### config.mk
export PLATFORM = sky130hd
export DESIGN_NAME = text_writer
export DESIGN_NICKNAME = d
export VERILOG_FILES = /design/src/rtl/text_writer.sv
export SDC_FILE = /design/constraint.sdc
export NUM_CORES = 1
export LEC_CHECK = 0
export CAP_MARGIN = 15
export CORE_UTILIZATION = 50
export CTS_CLUSTER_SIZE = 20
export DETAILED_ROUTE_END_ITERATION = 7
export GPL_ROUTABILITY_DRIVEN = 0
export PLACE_DENSITY = 0.88
export SLEW_MARGIN = 20
export SYNTH_ARGS = -nofsm -noshare
export SYNTH_HDL_FRONTEND = slang
export SYNTH_SLANG_ARGS = --single-unit
### constraint.sdc
create_clock -name clk -period 2.95 [get_ports clk]
set_input_delay 0.59 -clock clk [delete_from_list [all_inputs] [get_ports clk]]
set_output_delay 0.59 -clock clk [all_outputs]
set_load 0.1 [all_outputs]
### src/rtl/text_writer.sv
// text_writer: byte-stream write controller for a DEPTH x 8 character memory.
// Keeps a cursor, turns each accepted byte into at most one memory write,
// and runs a full-memory clear sequence on form feed.
module text_writer #(
    parameter int unsigned DEPTH = 128,
    parameter int unsigned COLS  = 16,
    parameter logic [7:0]  FILL  = 8'h7E
) (
    input  logic       clk,
    input  logic       rst,
    input  logic [7:0] in_data,
    input  logic       in_valid,
    output logic       in_ready,
    output logic       mem_we,
    output logic [7:0] mem_addr,
    output logic [7:0] mem_di,
    output logic [7:0] cursor
);

    localparam logic [7:0] LAST_ADDR  = 8'(DEPTH - 1);
    localparam logic [7:0] COLS8      = 8'(COLS);
    localparam logic [7:0] LAST_LINE  = 8'(DEPTH - COLS);

    localparam logic [7:0] CODE_BS    = 8'h08;
    localparam logic [7:0] CODE_CR    = 8'h0D;
    localparam logic [7:0] CODE_FF    = 8'h0C;

    typedef enum logic {
        IDLE  = 1'b0,
        CLEAR = 1'b1
    } state_t;

    state_t     state;
    logic [7:0] cur_inc;
    logic [7:0] cur_dec;
    logic [7:0] line_base;
    logic [7:0] cur_cr;
    logic       printable;

    // Accept bytes only in IDLE and never while reset is asserted.
    assign in_ready = (state == IDLE) && !rst;

    // Cursor arithmetic with explicit wrap at DEPTH.
    assign cur_inc   = (cursor == LAST_ADDR) ? 8'd0 : cursor + 8'd1;
    assign cur_dec   = cursor - 8'd1;
    assign line_base = cursor - (cursor % COLS8);
    assign cur_cr    = (line_base == LAST_LINE) ? 8'd0 : line_base + COLS8;
    assign printable = (in_data >= 8'h20) && (in_data <= 8'h7E);

    // Control FSM with registered memory port and cursor.
    always_ff @(posedge clk) begin
        if (rst) begin
            state    <= IDLE;
            cursor   <= 8'd0;
            mem_we   <= 1'b0;
            mem_addr <= 8'd0;
            mem_di   <= 8'd0;
        end else begin
            case (state)
                IDLE: begin
                    mem_we <= 1'b0;
                    if (in_valid) begin
                        if (printable) begin
                            mem_we   <= 1'b1;
                            mem_addr <= cursor;
                            mem_di   <= in_data;
                            cursor   <= cur_inc;
                        end else if (in_data == CODE_BS) begin
                            if (cursor != 8'd0) begin
                                mem_we   <= 1'b1;
                                mem_addr <= cur_dec;
                                mem_di   <= FILL;
                                cursor   <= cur_dec;
                            end
                        end else if (in_data == CODE_CR) begin
                            cursor <= cur_cr;
                        end else if (in_data == CODE_FF) begin
                            // First clear write is issued straight from the accept.
                            state    <= CLEAR;
                            mem_we   <= 1'b1;
                            mem_addr <= 8'd0;
                            mem_di   <= FILL;
                            cursor   <= 8'd0;
                        end
                    end
                end
                CLEAR: begin
                    // mem_addr doubles as the clear pointer.
                    if (mem_addr == LAST_ADDR) begin
                        state  <= IDLE;
                        mem_we <= 1'b0;
                    end else begin
                        mem_we   <= 1'b1;
                        mem_addr <= mem_addr + 8'd1;
                        mem_di   <= FILL;
                    end
                end
                default: begin
                    state  <= IDLE;
                    mem_we <= 1'b0;
                end
            endcase
        end
    end

endmodule

==> key figures, run 1 <==
Setup path
  • Worst Setup SP: in_data[4]
  • Reg-to-Reg Start: cursor[4]
  • Capturing point of the worst reg2reg path: cursor[3]
  • CP endpoint kind: register
  • Critical path cell sequence: clkdlybuf4s50_1, or4b_4, nor3_1, o211ai_1, or2_1, o32ai_1
  • FF-to-FF path depth: 7
  • Reg2reg setup slack: 0.60 ns
  • CP Launch Type: primary input
  • CP max stage delay: 0.62 ns
  • CP required: between 3 and 4 ns
  • Critical Path Fanout Max: 11
  • CP Class: primary input to register
  • Worst Path Arrival: 2.83 ns
  • Slowest-stage cell, CP: or4b_4

Clocking
  • Maximum root-to-sink buffer count: 2
  • H-tree level count: 1
  • CTS tree: built
  • Post-CTS Setup Inserts: 0
  • Clk_lat worst skew: 0.28 ns
  • CTS Buf Count: 3
  • Worst-path clk slew: 0.10 ns
  • Cts hold-fix bufs: 0
  • Cts repair resizes: 0
  • Clock root buffer: clkbuf_8
  • Num Clock Sinks: 26

Routing
  • Routed length per instance: 17.18 um
  • Iteration-0 DRC Markers: 155
  • Post-route ant nets: 0
  • DRC: 0
  • Via/cell ratio: 6.559
  • Pre-antenna DRT Iters: 5
  • Drt total wl: 5532 um
  • Via Count: 2112

Floorplan
  • FP Rows: 22
  • Initial Util: 52.02%
  • Total Die Area: 4060 um^2
  • Die Height: 63.72 um
  • Core area: 3661 um^2
  • I/O pin total: 37
  • Die span in x: 63.72 um

Yosys
  • Synthesized instance count: 241
  • Unique cell type count in the Yosys netlist: 60
  • Net Count, Synth: 258
  • Seq/Total Area, Yosys: 27.33%
  • Ys flop type: dfxtp_1
  • Synthesized area: 1904 um^2
  • Synthesized flop and latch total: 26
  • EDFF count, synth: 0
  • YS warnings: 0
  • Share of synthesized registers carrying an async set or reset: 0%
  • Syn_area_per_cell: between 7 and 8 um^2

STA
  • Worst Tran Pin Value: 0.8993 ns
  • Max-slew headroom: between 30% and 40%
  • Final setup viols: 0
  • Final Cycle Share: 89.39%
  • Fmax: 379.2 MHz
  • Slew Viols, Final: 0
  • Unrepaired setup endpoints after global routing: no
  • Final Hold Fails: 0
  • Setup_tns: 0 ns
  • Fin crit period: 2.637 ns
  • Clk_skew: 0.007592 ns

Placement
  • Port-buffer cells: 36
  • Post-DP HPWL: 4004 um

GRT
  • Remaining Overflow, GRT: 0
  • Initial antenna violation count: 0
  • Largest net degree at the start of global routing: 30
  • GRT Util Overall: 28.93%
  • First-pass GRT wire length: 9370 um
  • Number of global-route vias before repair: 1923

Job
  • Maxcap violations: 0

Pwr
  • Maximum vdd drop: 0.3332 mV
  • P per Cell Area: about 370 nW/um^2
  • Total Power: 0.0008758 W
  • Static Leak: 0.8098 nW

Run status
  • Status: finished clean

Min path
  • HP Class: register to register
  • Start point of the worst min-delay path: mem_di[1]
  • Hold worst-path end: mem_di[1]
  • Hold depth: 2

Final layout
  • Ant. Diodes: 0
  • Layout cell share with drive strength beyond 1: 20.07%
  • Fin util: 63.98%
  • Nets@finish: between 200 and 300
  • Layout area overhead: 23.00%
[final cells by class]
| class | count | area, um^2 |
|---|---|---|
| fillers | 331 | 1319 |
| multi-input cells | 182 | 1247 |
| flip-flops and latches | 26 | 520.5 |
| repair buffers | 46 | 382.9 |
| inverters | 16 | 60.06 |
| well taps | 48 | 60.06 |
| clock buffers | 3 | 41.29 |
| clock inverters | 1 | 30.03 |
[registers in the layout (all words and copies together), names as in the netlist]
signal,cells
cursor,8
mem_addr,8
mem_di,8
mem_we,1
state,1
[cells by family after synthesis]
| kind of cell | synth area share, % |
|---|---|
| buffers and inverters | 7.161 |
| adder cells (fa/ha/maj) | 3.942 |
| AO/OA/AOI/OAI | 31.73 |
| XOR/XNOR | 0.9200 |
| flip-flops | 27.33 |
| AND/OR/NAND/NOR | 28.91 |
[cell usage after synthesis (2+ instances only)]
cell       n  area [um^2]
dfxtp_1   26        520.5
nand3_1   17        85.08
a21oi_1   15        75.07
inv_1     15        56.30
nor2_1    15        56.30
clkbuf_1  12        45.04
a211oi_1   9        67.56
a31oi_1    9        56.30
nand2_1    9        33.78
nor3_1     9        45.04
nand4_1    7        43.79
o21ai_0    7        35.03
or3_1      7        43.79
ha_1       6        75.07
nor4_1     6        37.54
o32ai_1    6        52.55
buf_2      4        20.02
o221ai_1   4        35.03
nand3b_1   3        22.52
o211ai_1   3        22.52
o21ai_1    3        15.01
a21oi_2    2        17.52
a32oi_1    2        17.52
nand2b_1   2        12.51
nor2b_1    2        12.51
nor4bb_1   2        20.02
o21a_1     2        15.01
o22ai_1    2        12.51
o31ai_1    2        15.01
or4_1      2        15.01
xnor2_1    2        17.52
[how the worst max path moves through the flow]
stage,to,slack [ns],cells after the start
6_report,cursor[3],0.31,6
5_1_grt,cursor[6],0.19,6
4_1_cts,cursor[3],0.35,6
3_5_place_dp,cursor[3],0.07,6
3_3_place_gp,cursor[3],0.14,6
2_1_floorplan,in_ready,0.1,3
[cells in the final DEF (no fill, tap or decap), types with 4 or more instances in the layout]
cell type / n
or3_1: 7
nor3_1: 9
a211oi_1: 9
ha_1: 6
nand2_1: 9
dfxtp_1: 26
clkdlybuf4s50_1: 10
nand3_1: 17
inv_1: 15
nor2_1: 15
nor4_1: 6
a31oi_1: 9
a21oi_1: 15
buf_4: 35
o21ai_0: 7
o221ai_1: 4
o32ai_1: 6
nand4_1: 7
[per-layer routing]
| layer | part of all wire (%) | global-route usage (%) |
|---|---|---|
| met5 | 0 | 0 |
| met3 | 7.4 | 3.986 |
| met2 | 49 | 47.07 |
| met4 | 1.9 | 9.091 |
| met1 | 42 | 39.07 |
[power by group]
group | total, W | switching [W] | internal, W
combinational | 0.000201 | 0.000141 | 0.0000597
clock | 0.000306 | 0.000125 | 0.000182
sequential | 0.000368 | 0.00000862 | 0.000360
[worst max-delay path, delay by kind of cell]
kind | cells | cell delay (ns)
AO/OA/AOI/OAI | 2 | 0.48
buffers and inverters | 1 | 0.50
AND/OR/NAND/NOR | 3 | 1.27
[stage by stage]
stage	instance area (um^2)	hold WS, ns	setup WS, ns	instances
after floorplan	1904	0.6035	0.09706	241
after global placement	2271	0.4480	0.1381	318
after detailed placement	2271	0.4534	0.07116	318
after CTS	2342	0.4761	0.3483	322
after global routing	2342	0.4986	0.1859	322
final	2342	0.4729	0.3130	322
(Power assumes the default switching activity.)
==> inputs of run 2 (changes only) <==
--- a/config.mk
+++ b/config.mk
@@ -9,8 +9,9 @@
 export CORE_UTILIZATION = 50
 export CTS_CLUSTER_SIZE = 20
 export DETAILED_ROUTE_END_ITERATION = 7
+export DONT_BUFFER_PORTS = 1
 export GPL_ROUTABILITY_DRIVEN = 0
-export PLACE_DENSITY = 0.88
+export PLACE_DENSITY = 0.76
 export SLEW_MARGIN = 20
 export SYNTH_ARGS = -nofsm -noshare
 export SYNTH_HDL_FRONTEND = slang
==> key figures, run 2 (synthesis gave the netlist of run 1 again) <==
Run status
  • Status: finished clean

Setup path
  • Cell depth of the worst setup path: 7
  • Critical Path Fanout Max: 10
  • Reg-to-Reg Start: cursor[4]
  • Worst Path Arrival: 2.52 ns
  • FF-to-FF path depth: 7
  • Worst Setup SP: cursor[4]
  • Critical path cell sequence: inv_1, ha_1, nor4bb_1, nand4_1, o211ai_1, a21oi_1, o31ai_1
  • Buf+Inv Stages, Crit Path: 1
  • Capturing point of the worst reg2reg path: mem_addr[6]
  • CP max stage delay: 0.43 ns
  • CP endpoint kind: register
  • CP Class: register to register
  • Slowest-stage cell, CP: dfxtp_1
  • Reg2reg setup slack: between 0.6 and 0.7 ns
  • CP endpoint: mem_addr[6]
  • CP top delay family: compound AO/OA/AOI/OAI gates
  • CP Launch Type: register
  • CP required: 3.15 ns

STA
  • Fin crit period: ~2.3 ns
  • Clk_skew: 0.002867 ns
  • Setup_tns: 0 ns
  • Final setup viols: 0
  • Final Cycle Share: 78.61%
  • Worst Tran Pin Value: approximately 1 ns
  • Unrepaired setup endpoints after global routing: no
  • Max-slew headroom: roughly a third
  • Fmax: approximately 430 MHz
  • Final Hold Fails: 0
  • PnR worst setup slack: approximately 0.63 ns
  • Slew Viols, Final: 0

Placement
  • Worst slack, placed: 0.7412 ns
  • Post-DP Area: slightly above 2000 um^2
  • Port-buffer cells: 0
  • Post-DP HPWL: ~3600 um

Routing
  • Detail Route met2 WL: 2475 um
  • Post-Route M1 WL: 2253 um
  • Pre-antenna DRT Iters: 4
  • DR WL met3: 329 um
  • Via Count: 1991
  • Routed length per instance: 17.42 um
  • Via/cell ratio: between 6 and 7
  • DRC: 0
  • Drt total wl: 5157 um
  • Post-route ant nets: 0
  • Top layer in use: met4
  • Iteration-0 DRC Markers: ~140

Clocking
  • Clk_lat worst skew: 0.28 ns
  • Post-CTS Setup Inserts: 0
  • Clock root buffer: clkbuf_8
  • Cts hold-fix bufs: 0
  • Num Clock Sinks: 26
  • CTS Buf Count: 3
  • Worst-path clk slew: 0.10 ns
  • H-tree level count: 1
  • Maximum root-to-sink buffer count: 2
  • CTS tree: built
  • Cts repair resizes: 0

Final layout
  • Nets@finish: about 270
  • Top flop regs: cursor (8), mem_addr (8), mem_di (8)
  • Layout area overhead: 10.91%
  • Fin area: 2112 um^2
  • Commonest cells after routing, fill and taps aside: 26 x dfxtp_1, 20 x buf_4, 17 x nand3_1, 15 x inv_1, 15 x a21oi_1
  • Layout cell share with drive strength beyond 1: 16.13%
  • Ant. Diodes: 0
  • Most common cell after layout, fill and taps aside: dfxtp_1

Floorplan
  • I/O pin total: 37
  • Core area: ~3700 um^2
  • Total Die Area: 4060 um^2
  • Die span in x: 63.72 um
  • Initial Util: 52.02%
  • Die Height: between 60 and 70 um
  • FP Rows: 22

Pwr
  • P per Cell Area: a little under 400 nW/um^2
  • Psw: 0.0002548 W
  • Part of the power in registers: 50.4%
  • Maximum vdd drop: 0.2208 mV
  • Static Leak: between 0.6 and 0.7 nW
  • Internal power: 0.0005747 W
  • Sw Ratio: 30.72%
  • Combinational power share: about an eighth
  • Clock power frac: ~38%

GRT
  • Largest net degree at the start of global routing: 31
  • Number of global-route vias before repair: between 1.5k and 2k
  • Initial antenna violation count: 0
  • GRT Util Overall: about a quarter
  • Remaining Overflow, GRT: 0
  • First-pass GRT wire length: 8549 um

Job
  • Maxcap violations: 0

Min path
  • HP Class: primary input to register
## run 2: cell type report
cell class,count,area [um^2]
Fill cell,328,1549
Inverter,16,60.06
Timing Repair Buffer,20,150.1
Clock buffer,3,41.29
Tap cell,48,60.06
Sequential cell,26,520.5
Clock inverter,1,30.03
Multi-Input combinational cell,182,1250
## run 2: power by group through the flow
| stage | combinational (W) | clock [W] | sequential, W |
|---|---|---|---|
| 2_1_floorplan | 0.0000777 | 0 | 0.000437 |
| 3_5_place_dp | 0.0000985 | 0 | 0.000426 |
| 4_1_cts | 0.0000991 | 0.000308 | 0.000418 |
| 5_1_grt | 0.000109 | 0.000320 | 0.000419 |
| 6_report | 0.000100 | 0.000311 | 0.000418 |
| 3_3_place_gp | 0.0000974 | 0 | 0.000426 |
## run 2: worst min path at each step
stage	cells past startpoint	to	start	slack, ns
after floorplan	3	mem_addr[5]	state	0.60
after global placement	2	mem_addr[7]	mem_addr[7]	0.55
after detailed placement	2	mem_addr[7]	mem_addr[7]	0.55
after CTS	1	mem_addr[7]	rst	0.36
after global routing	1	mem_addr[7]	rst	0.35
final	1	mem_addr[7]	rst	0.37
## run 2: per-layer routing
layer / up-vias / GRT usage (%)
li1: 957 / -
met1: 945 / 35.42
met2: 74 / 43.35
met3: 15 / 5.435
met4: 0 / 6.818
met5: - / 0
## run 2: per-stage QoR
| step | std cells | total power [W] | util, % | hold slack (ns) |
|---|---|---|---|---|
| 2_1_floorplan | 241 | 0.0005146 | - | 0.6035 |
| 6_report | 296 | 0.0008294 | 57.69 | 0.3690 |
| 4_1_cts | 296 | 0.0008250 | 57.69 | 0.3632 |
| 3_5_place_dp | 292 | 0.0005240 | 55.74 | 0.5534 |
| 3_3_place_gp | 292 | 0.0005230 | 55.74 | 0.5485 |
| 5_1_grt | 296 | 0.0008484 | 57.69 | 0.3540 |
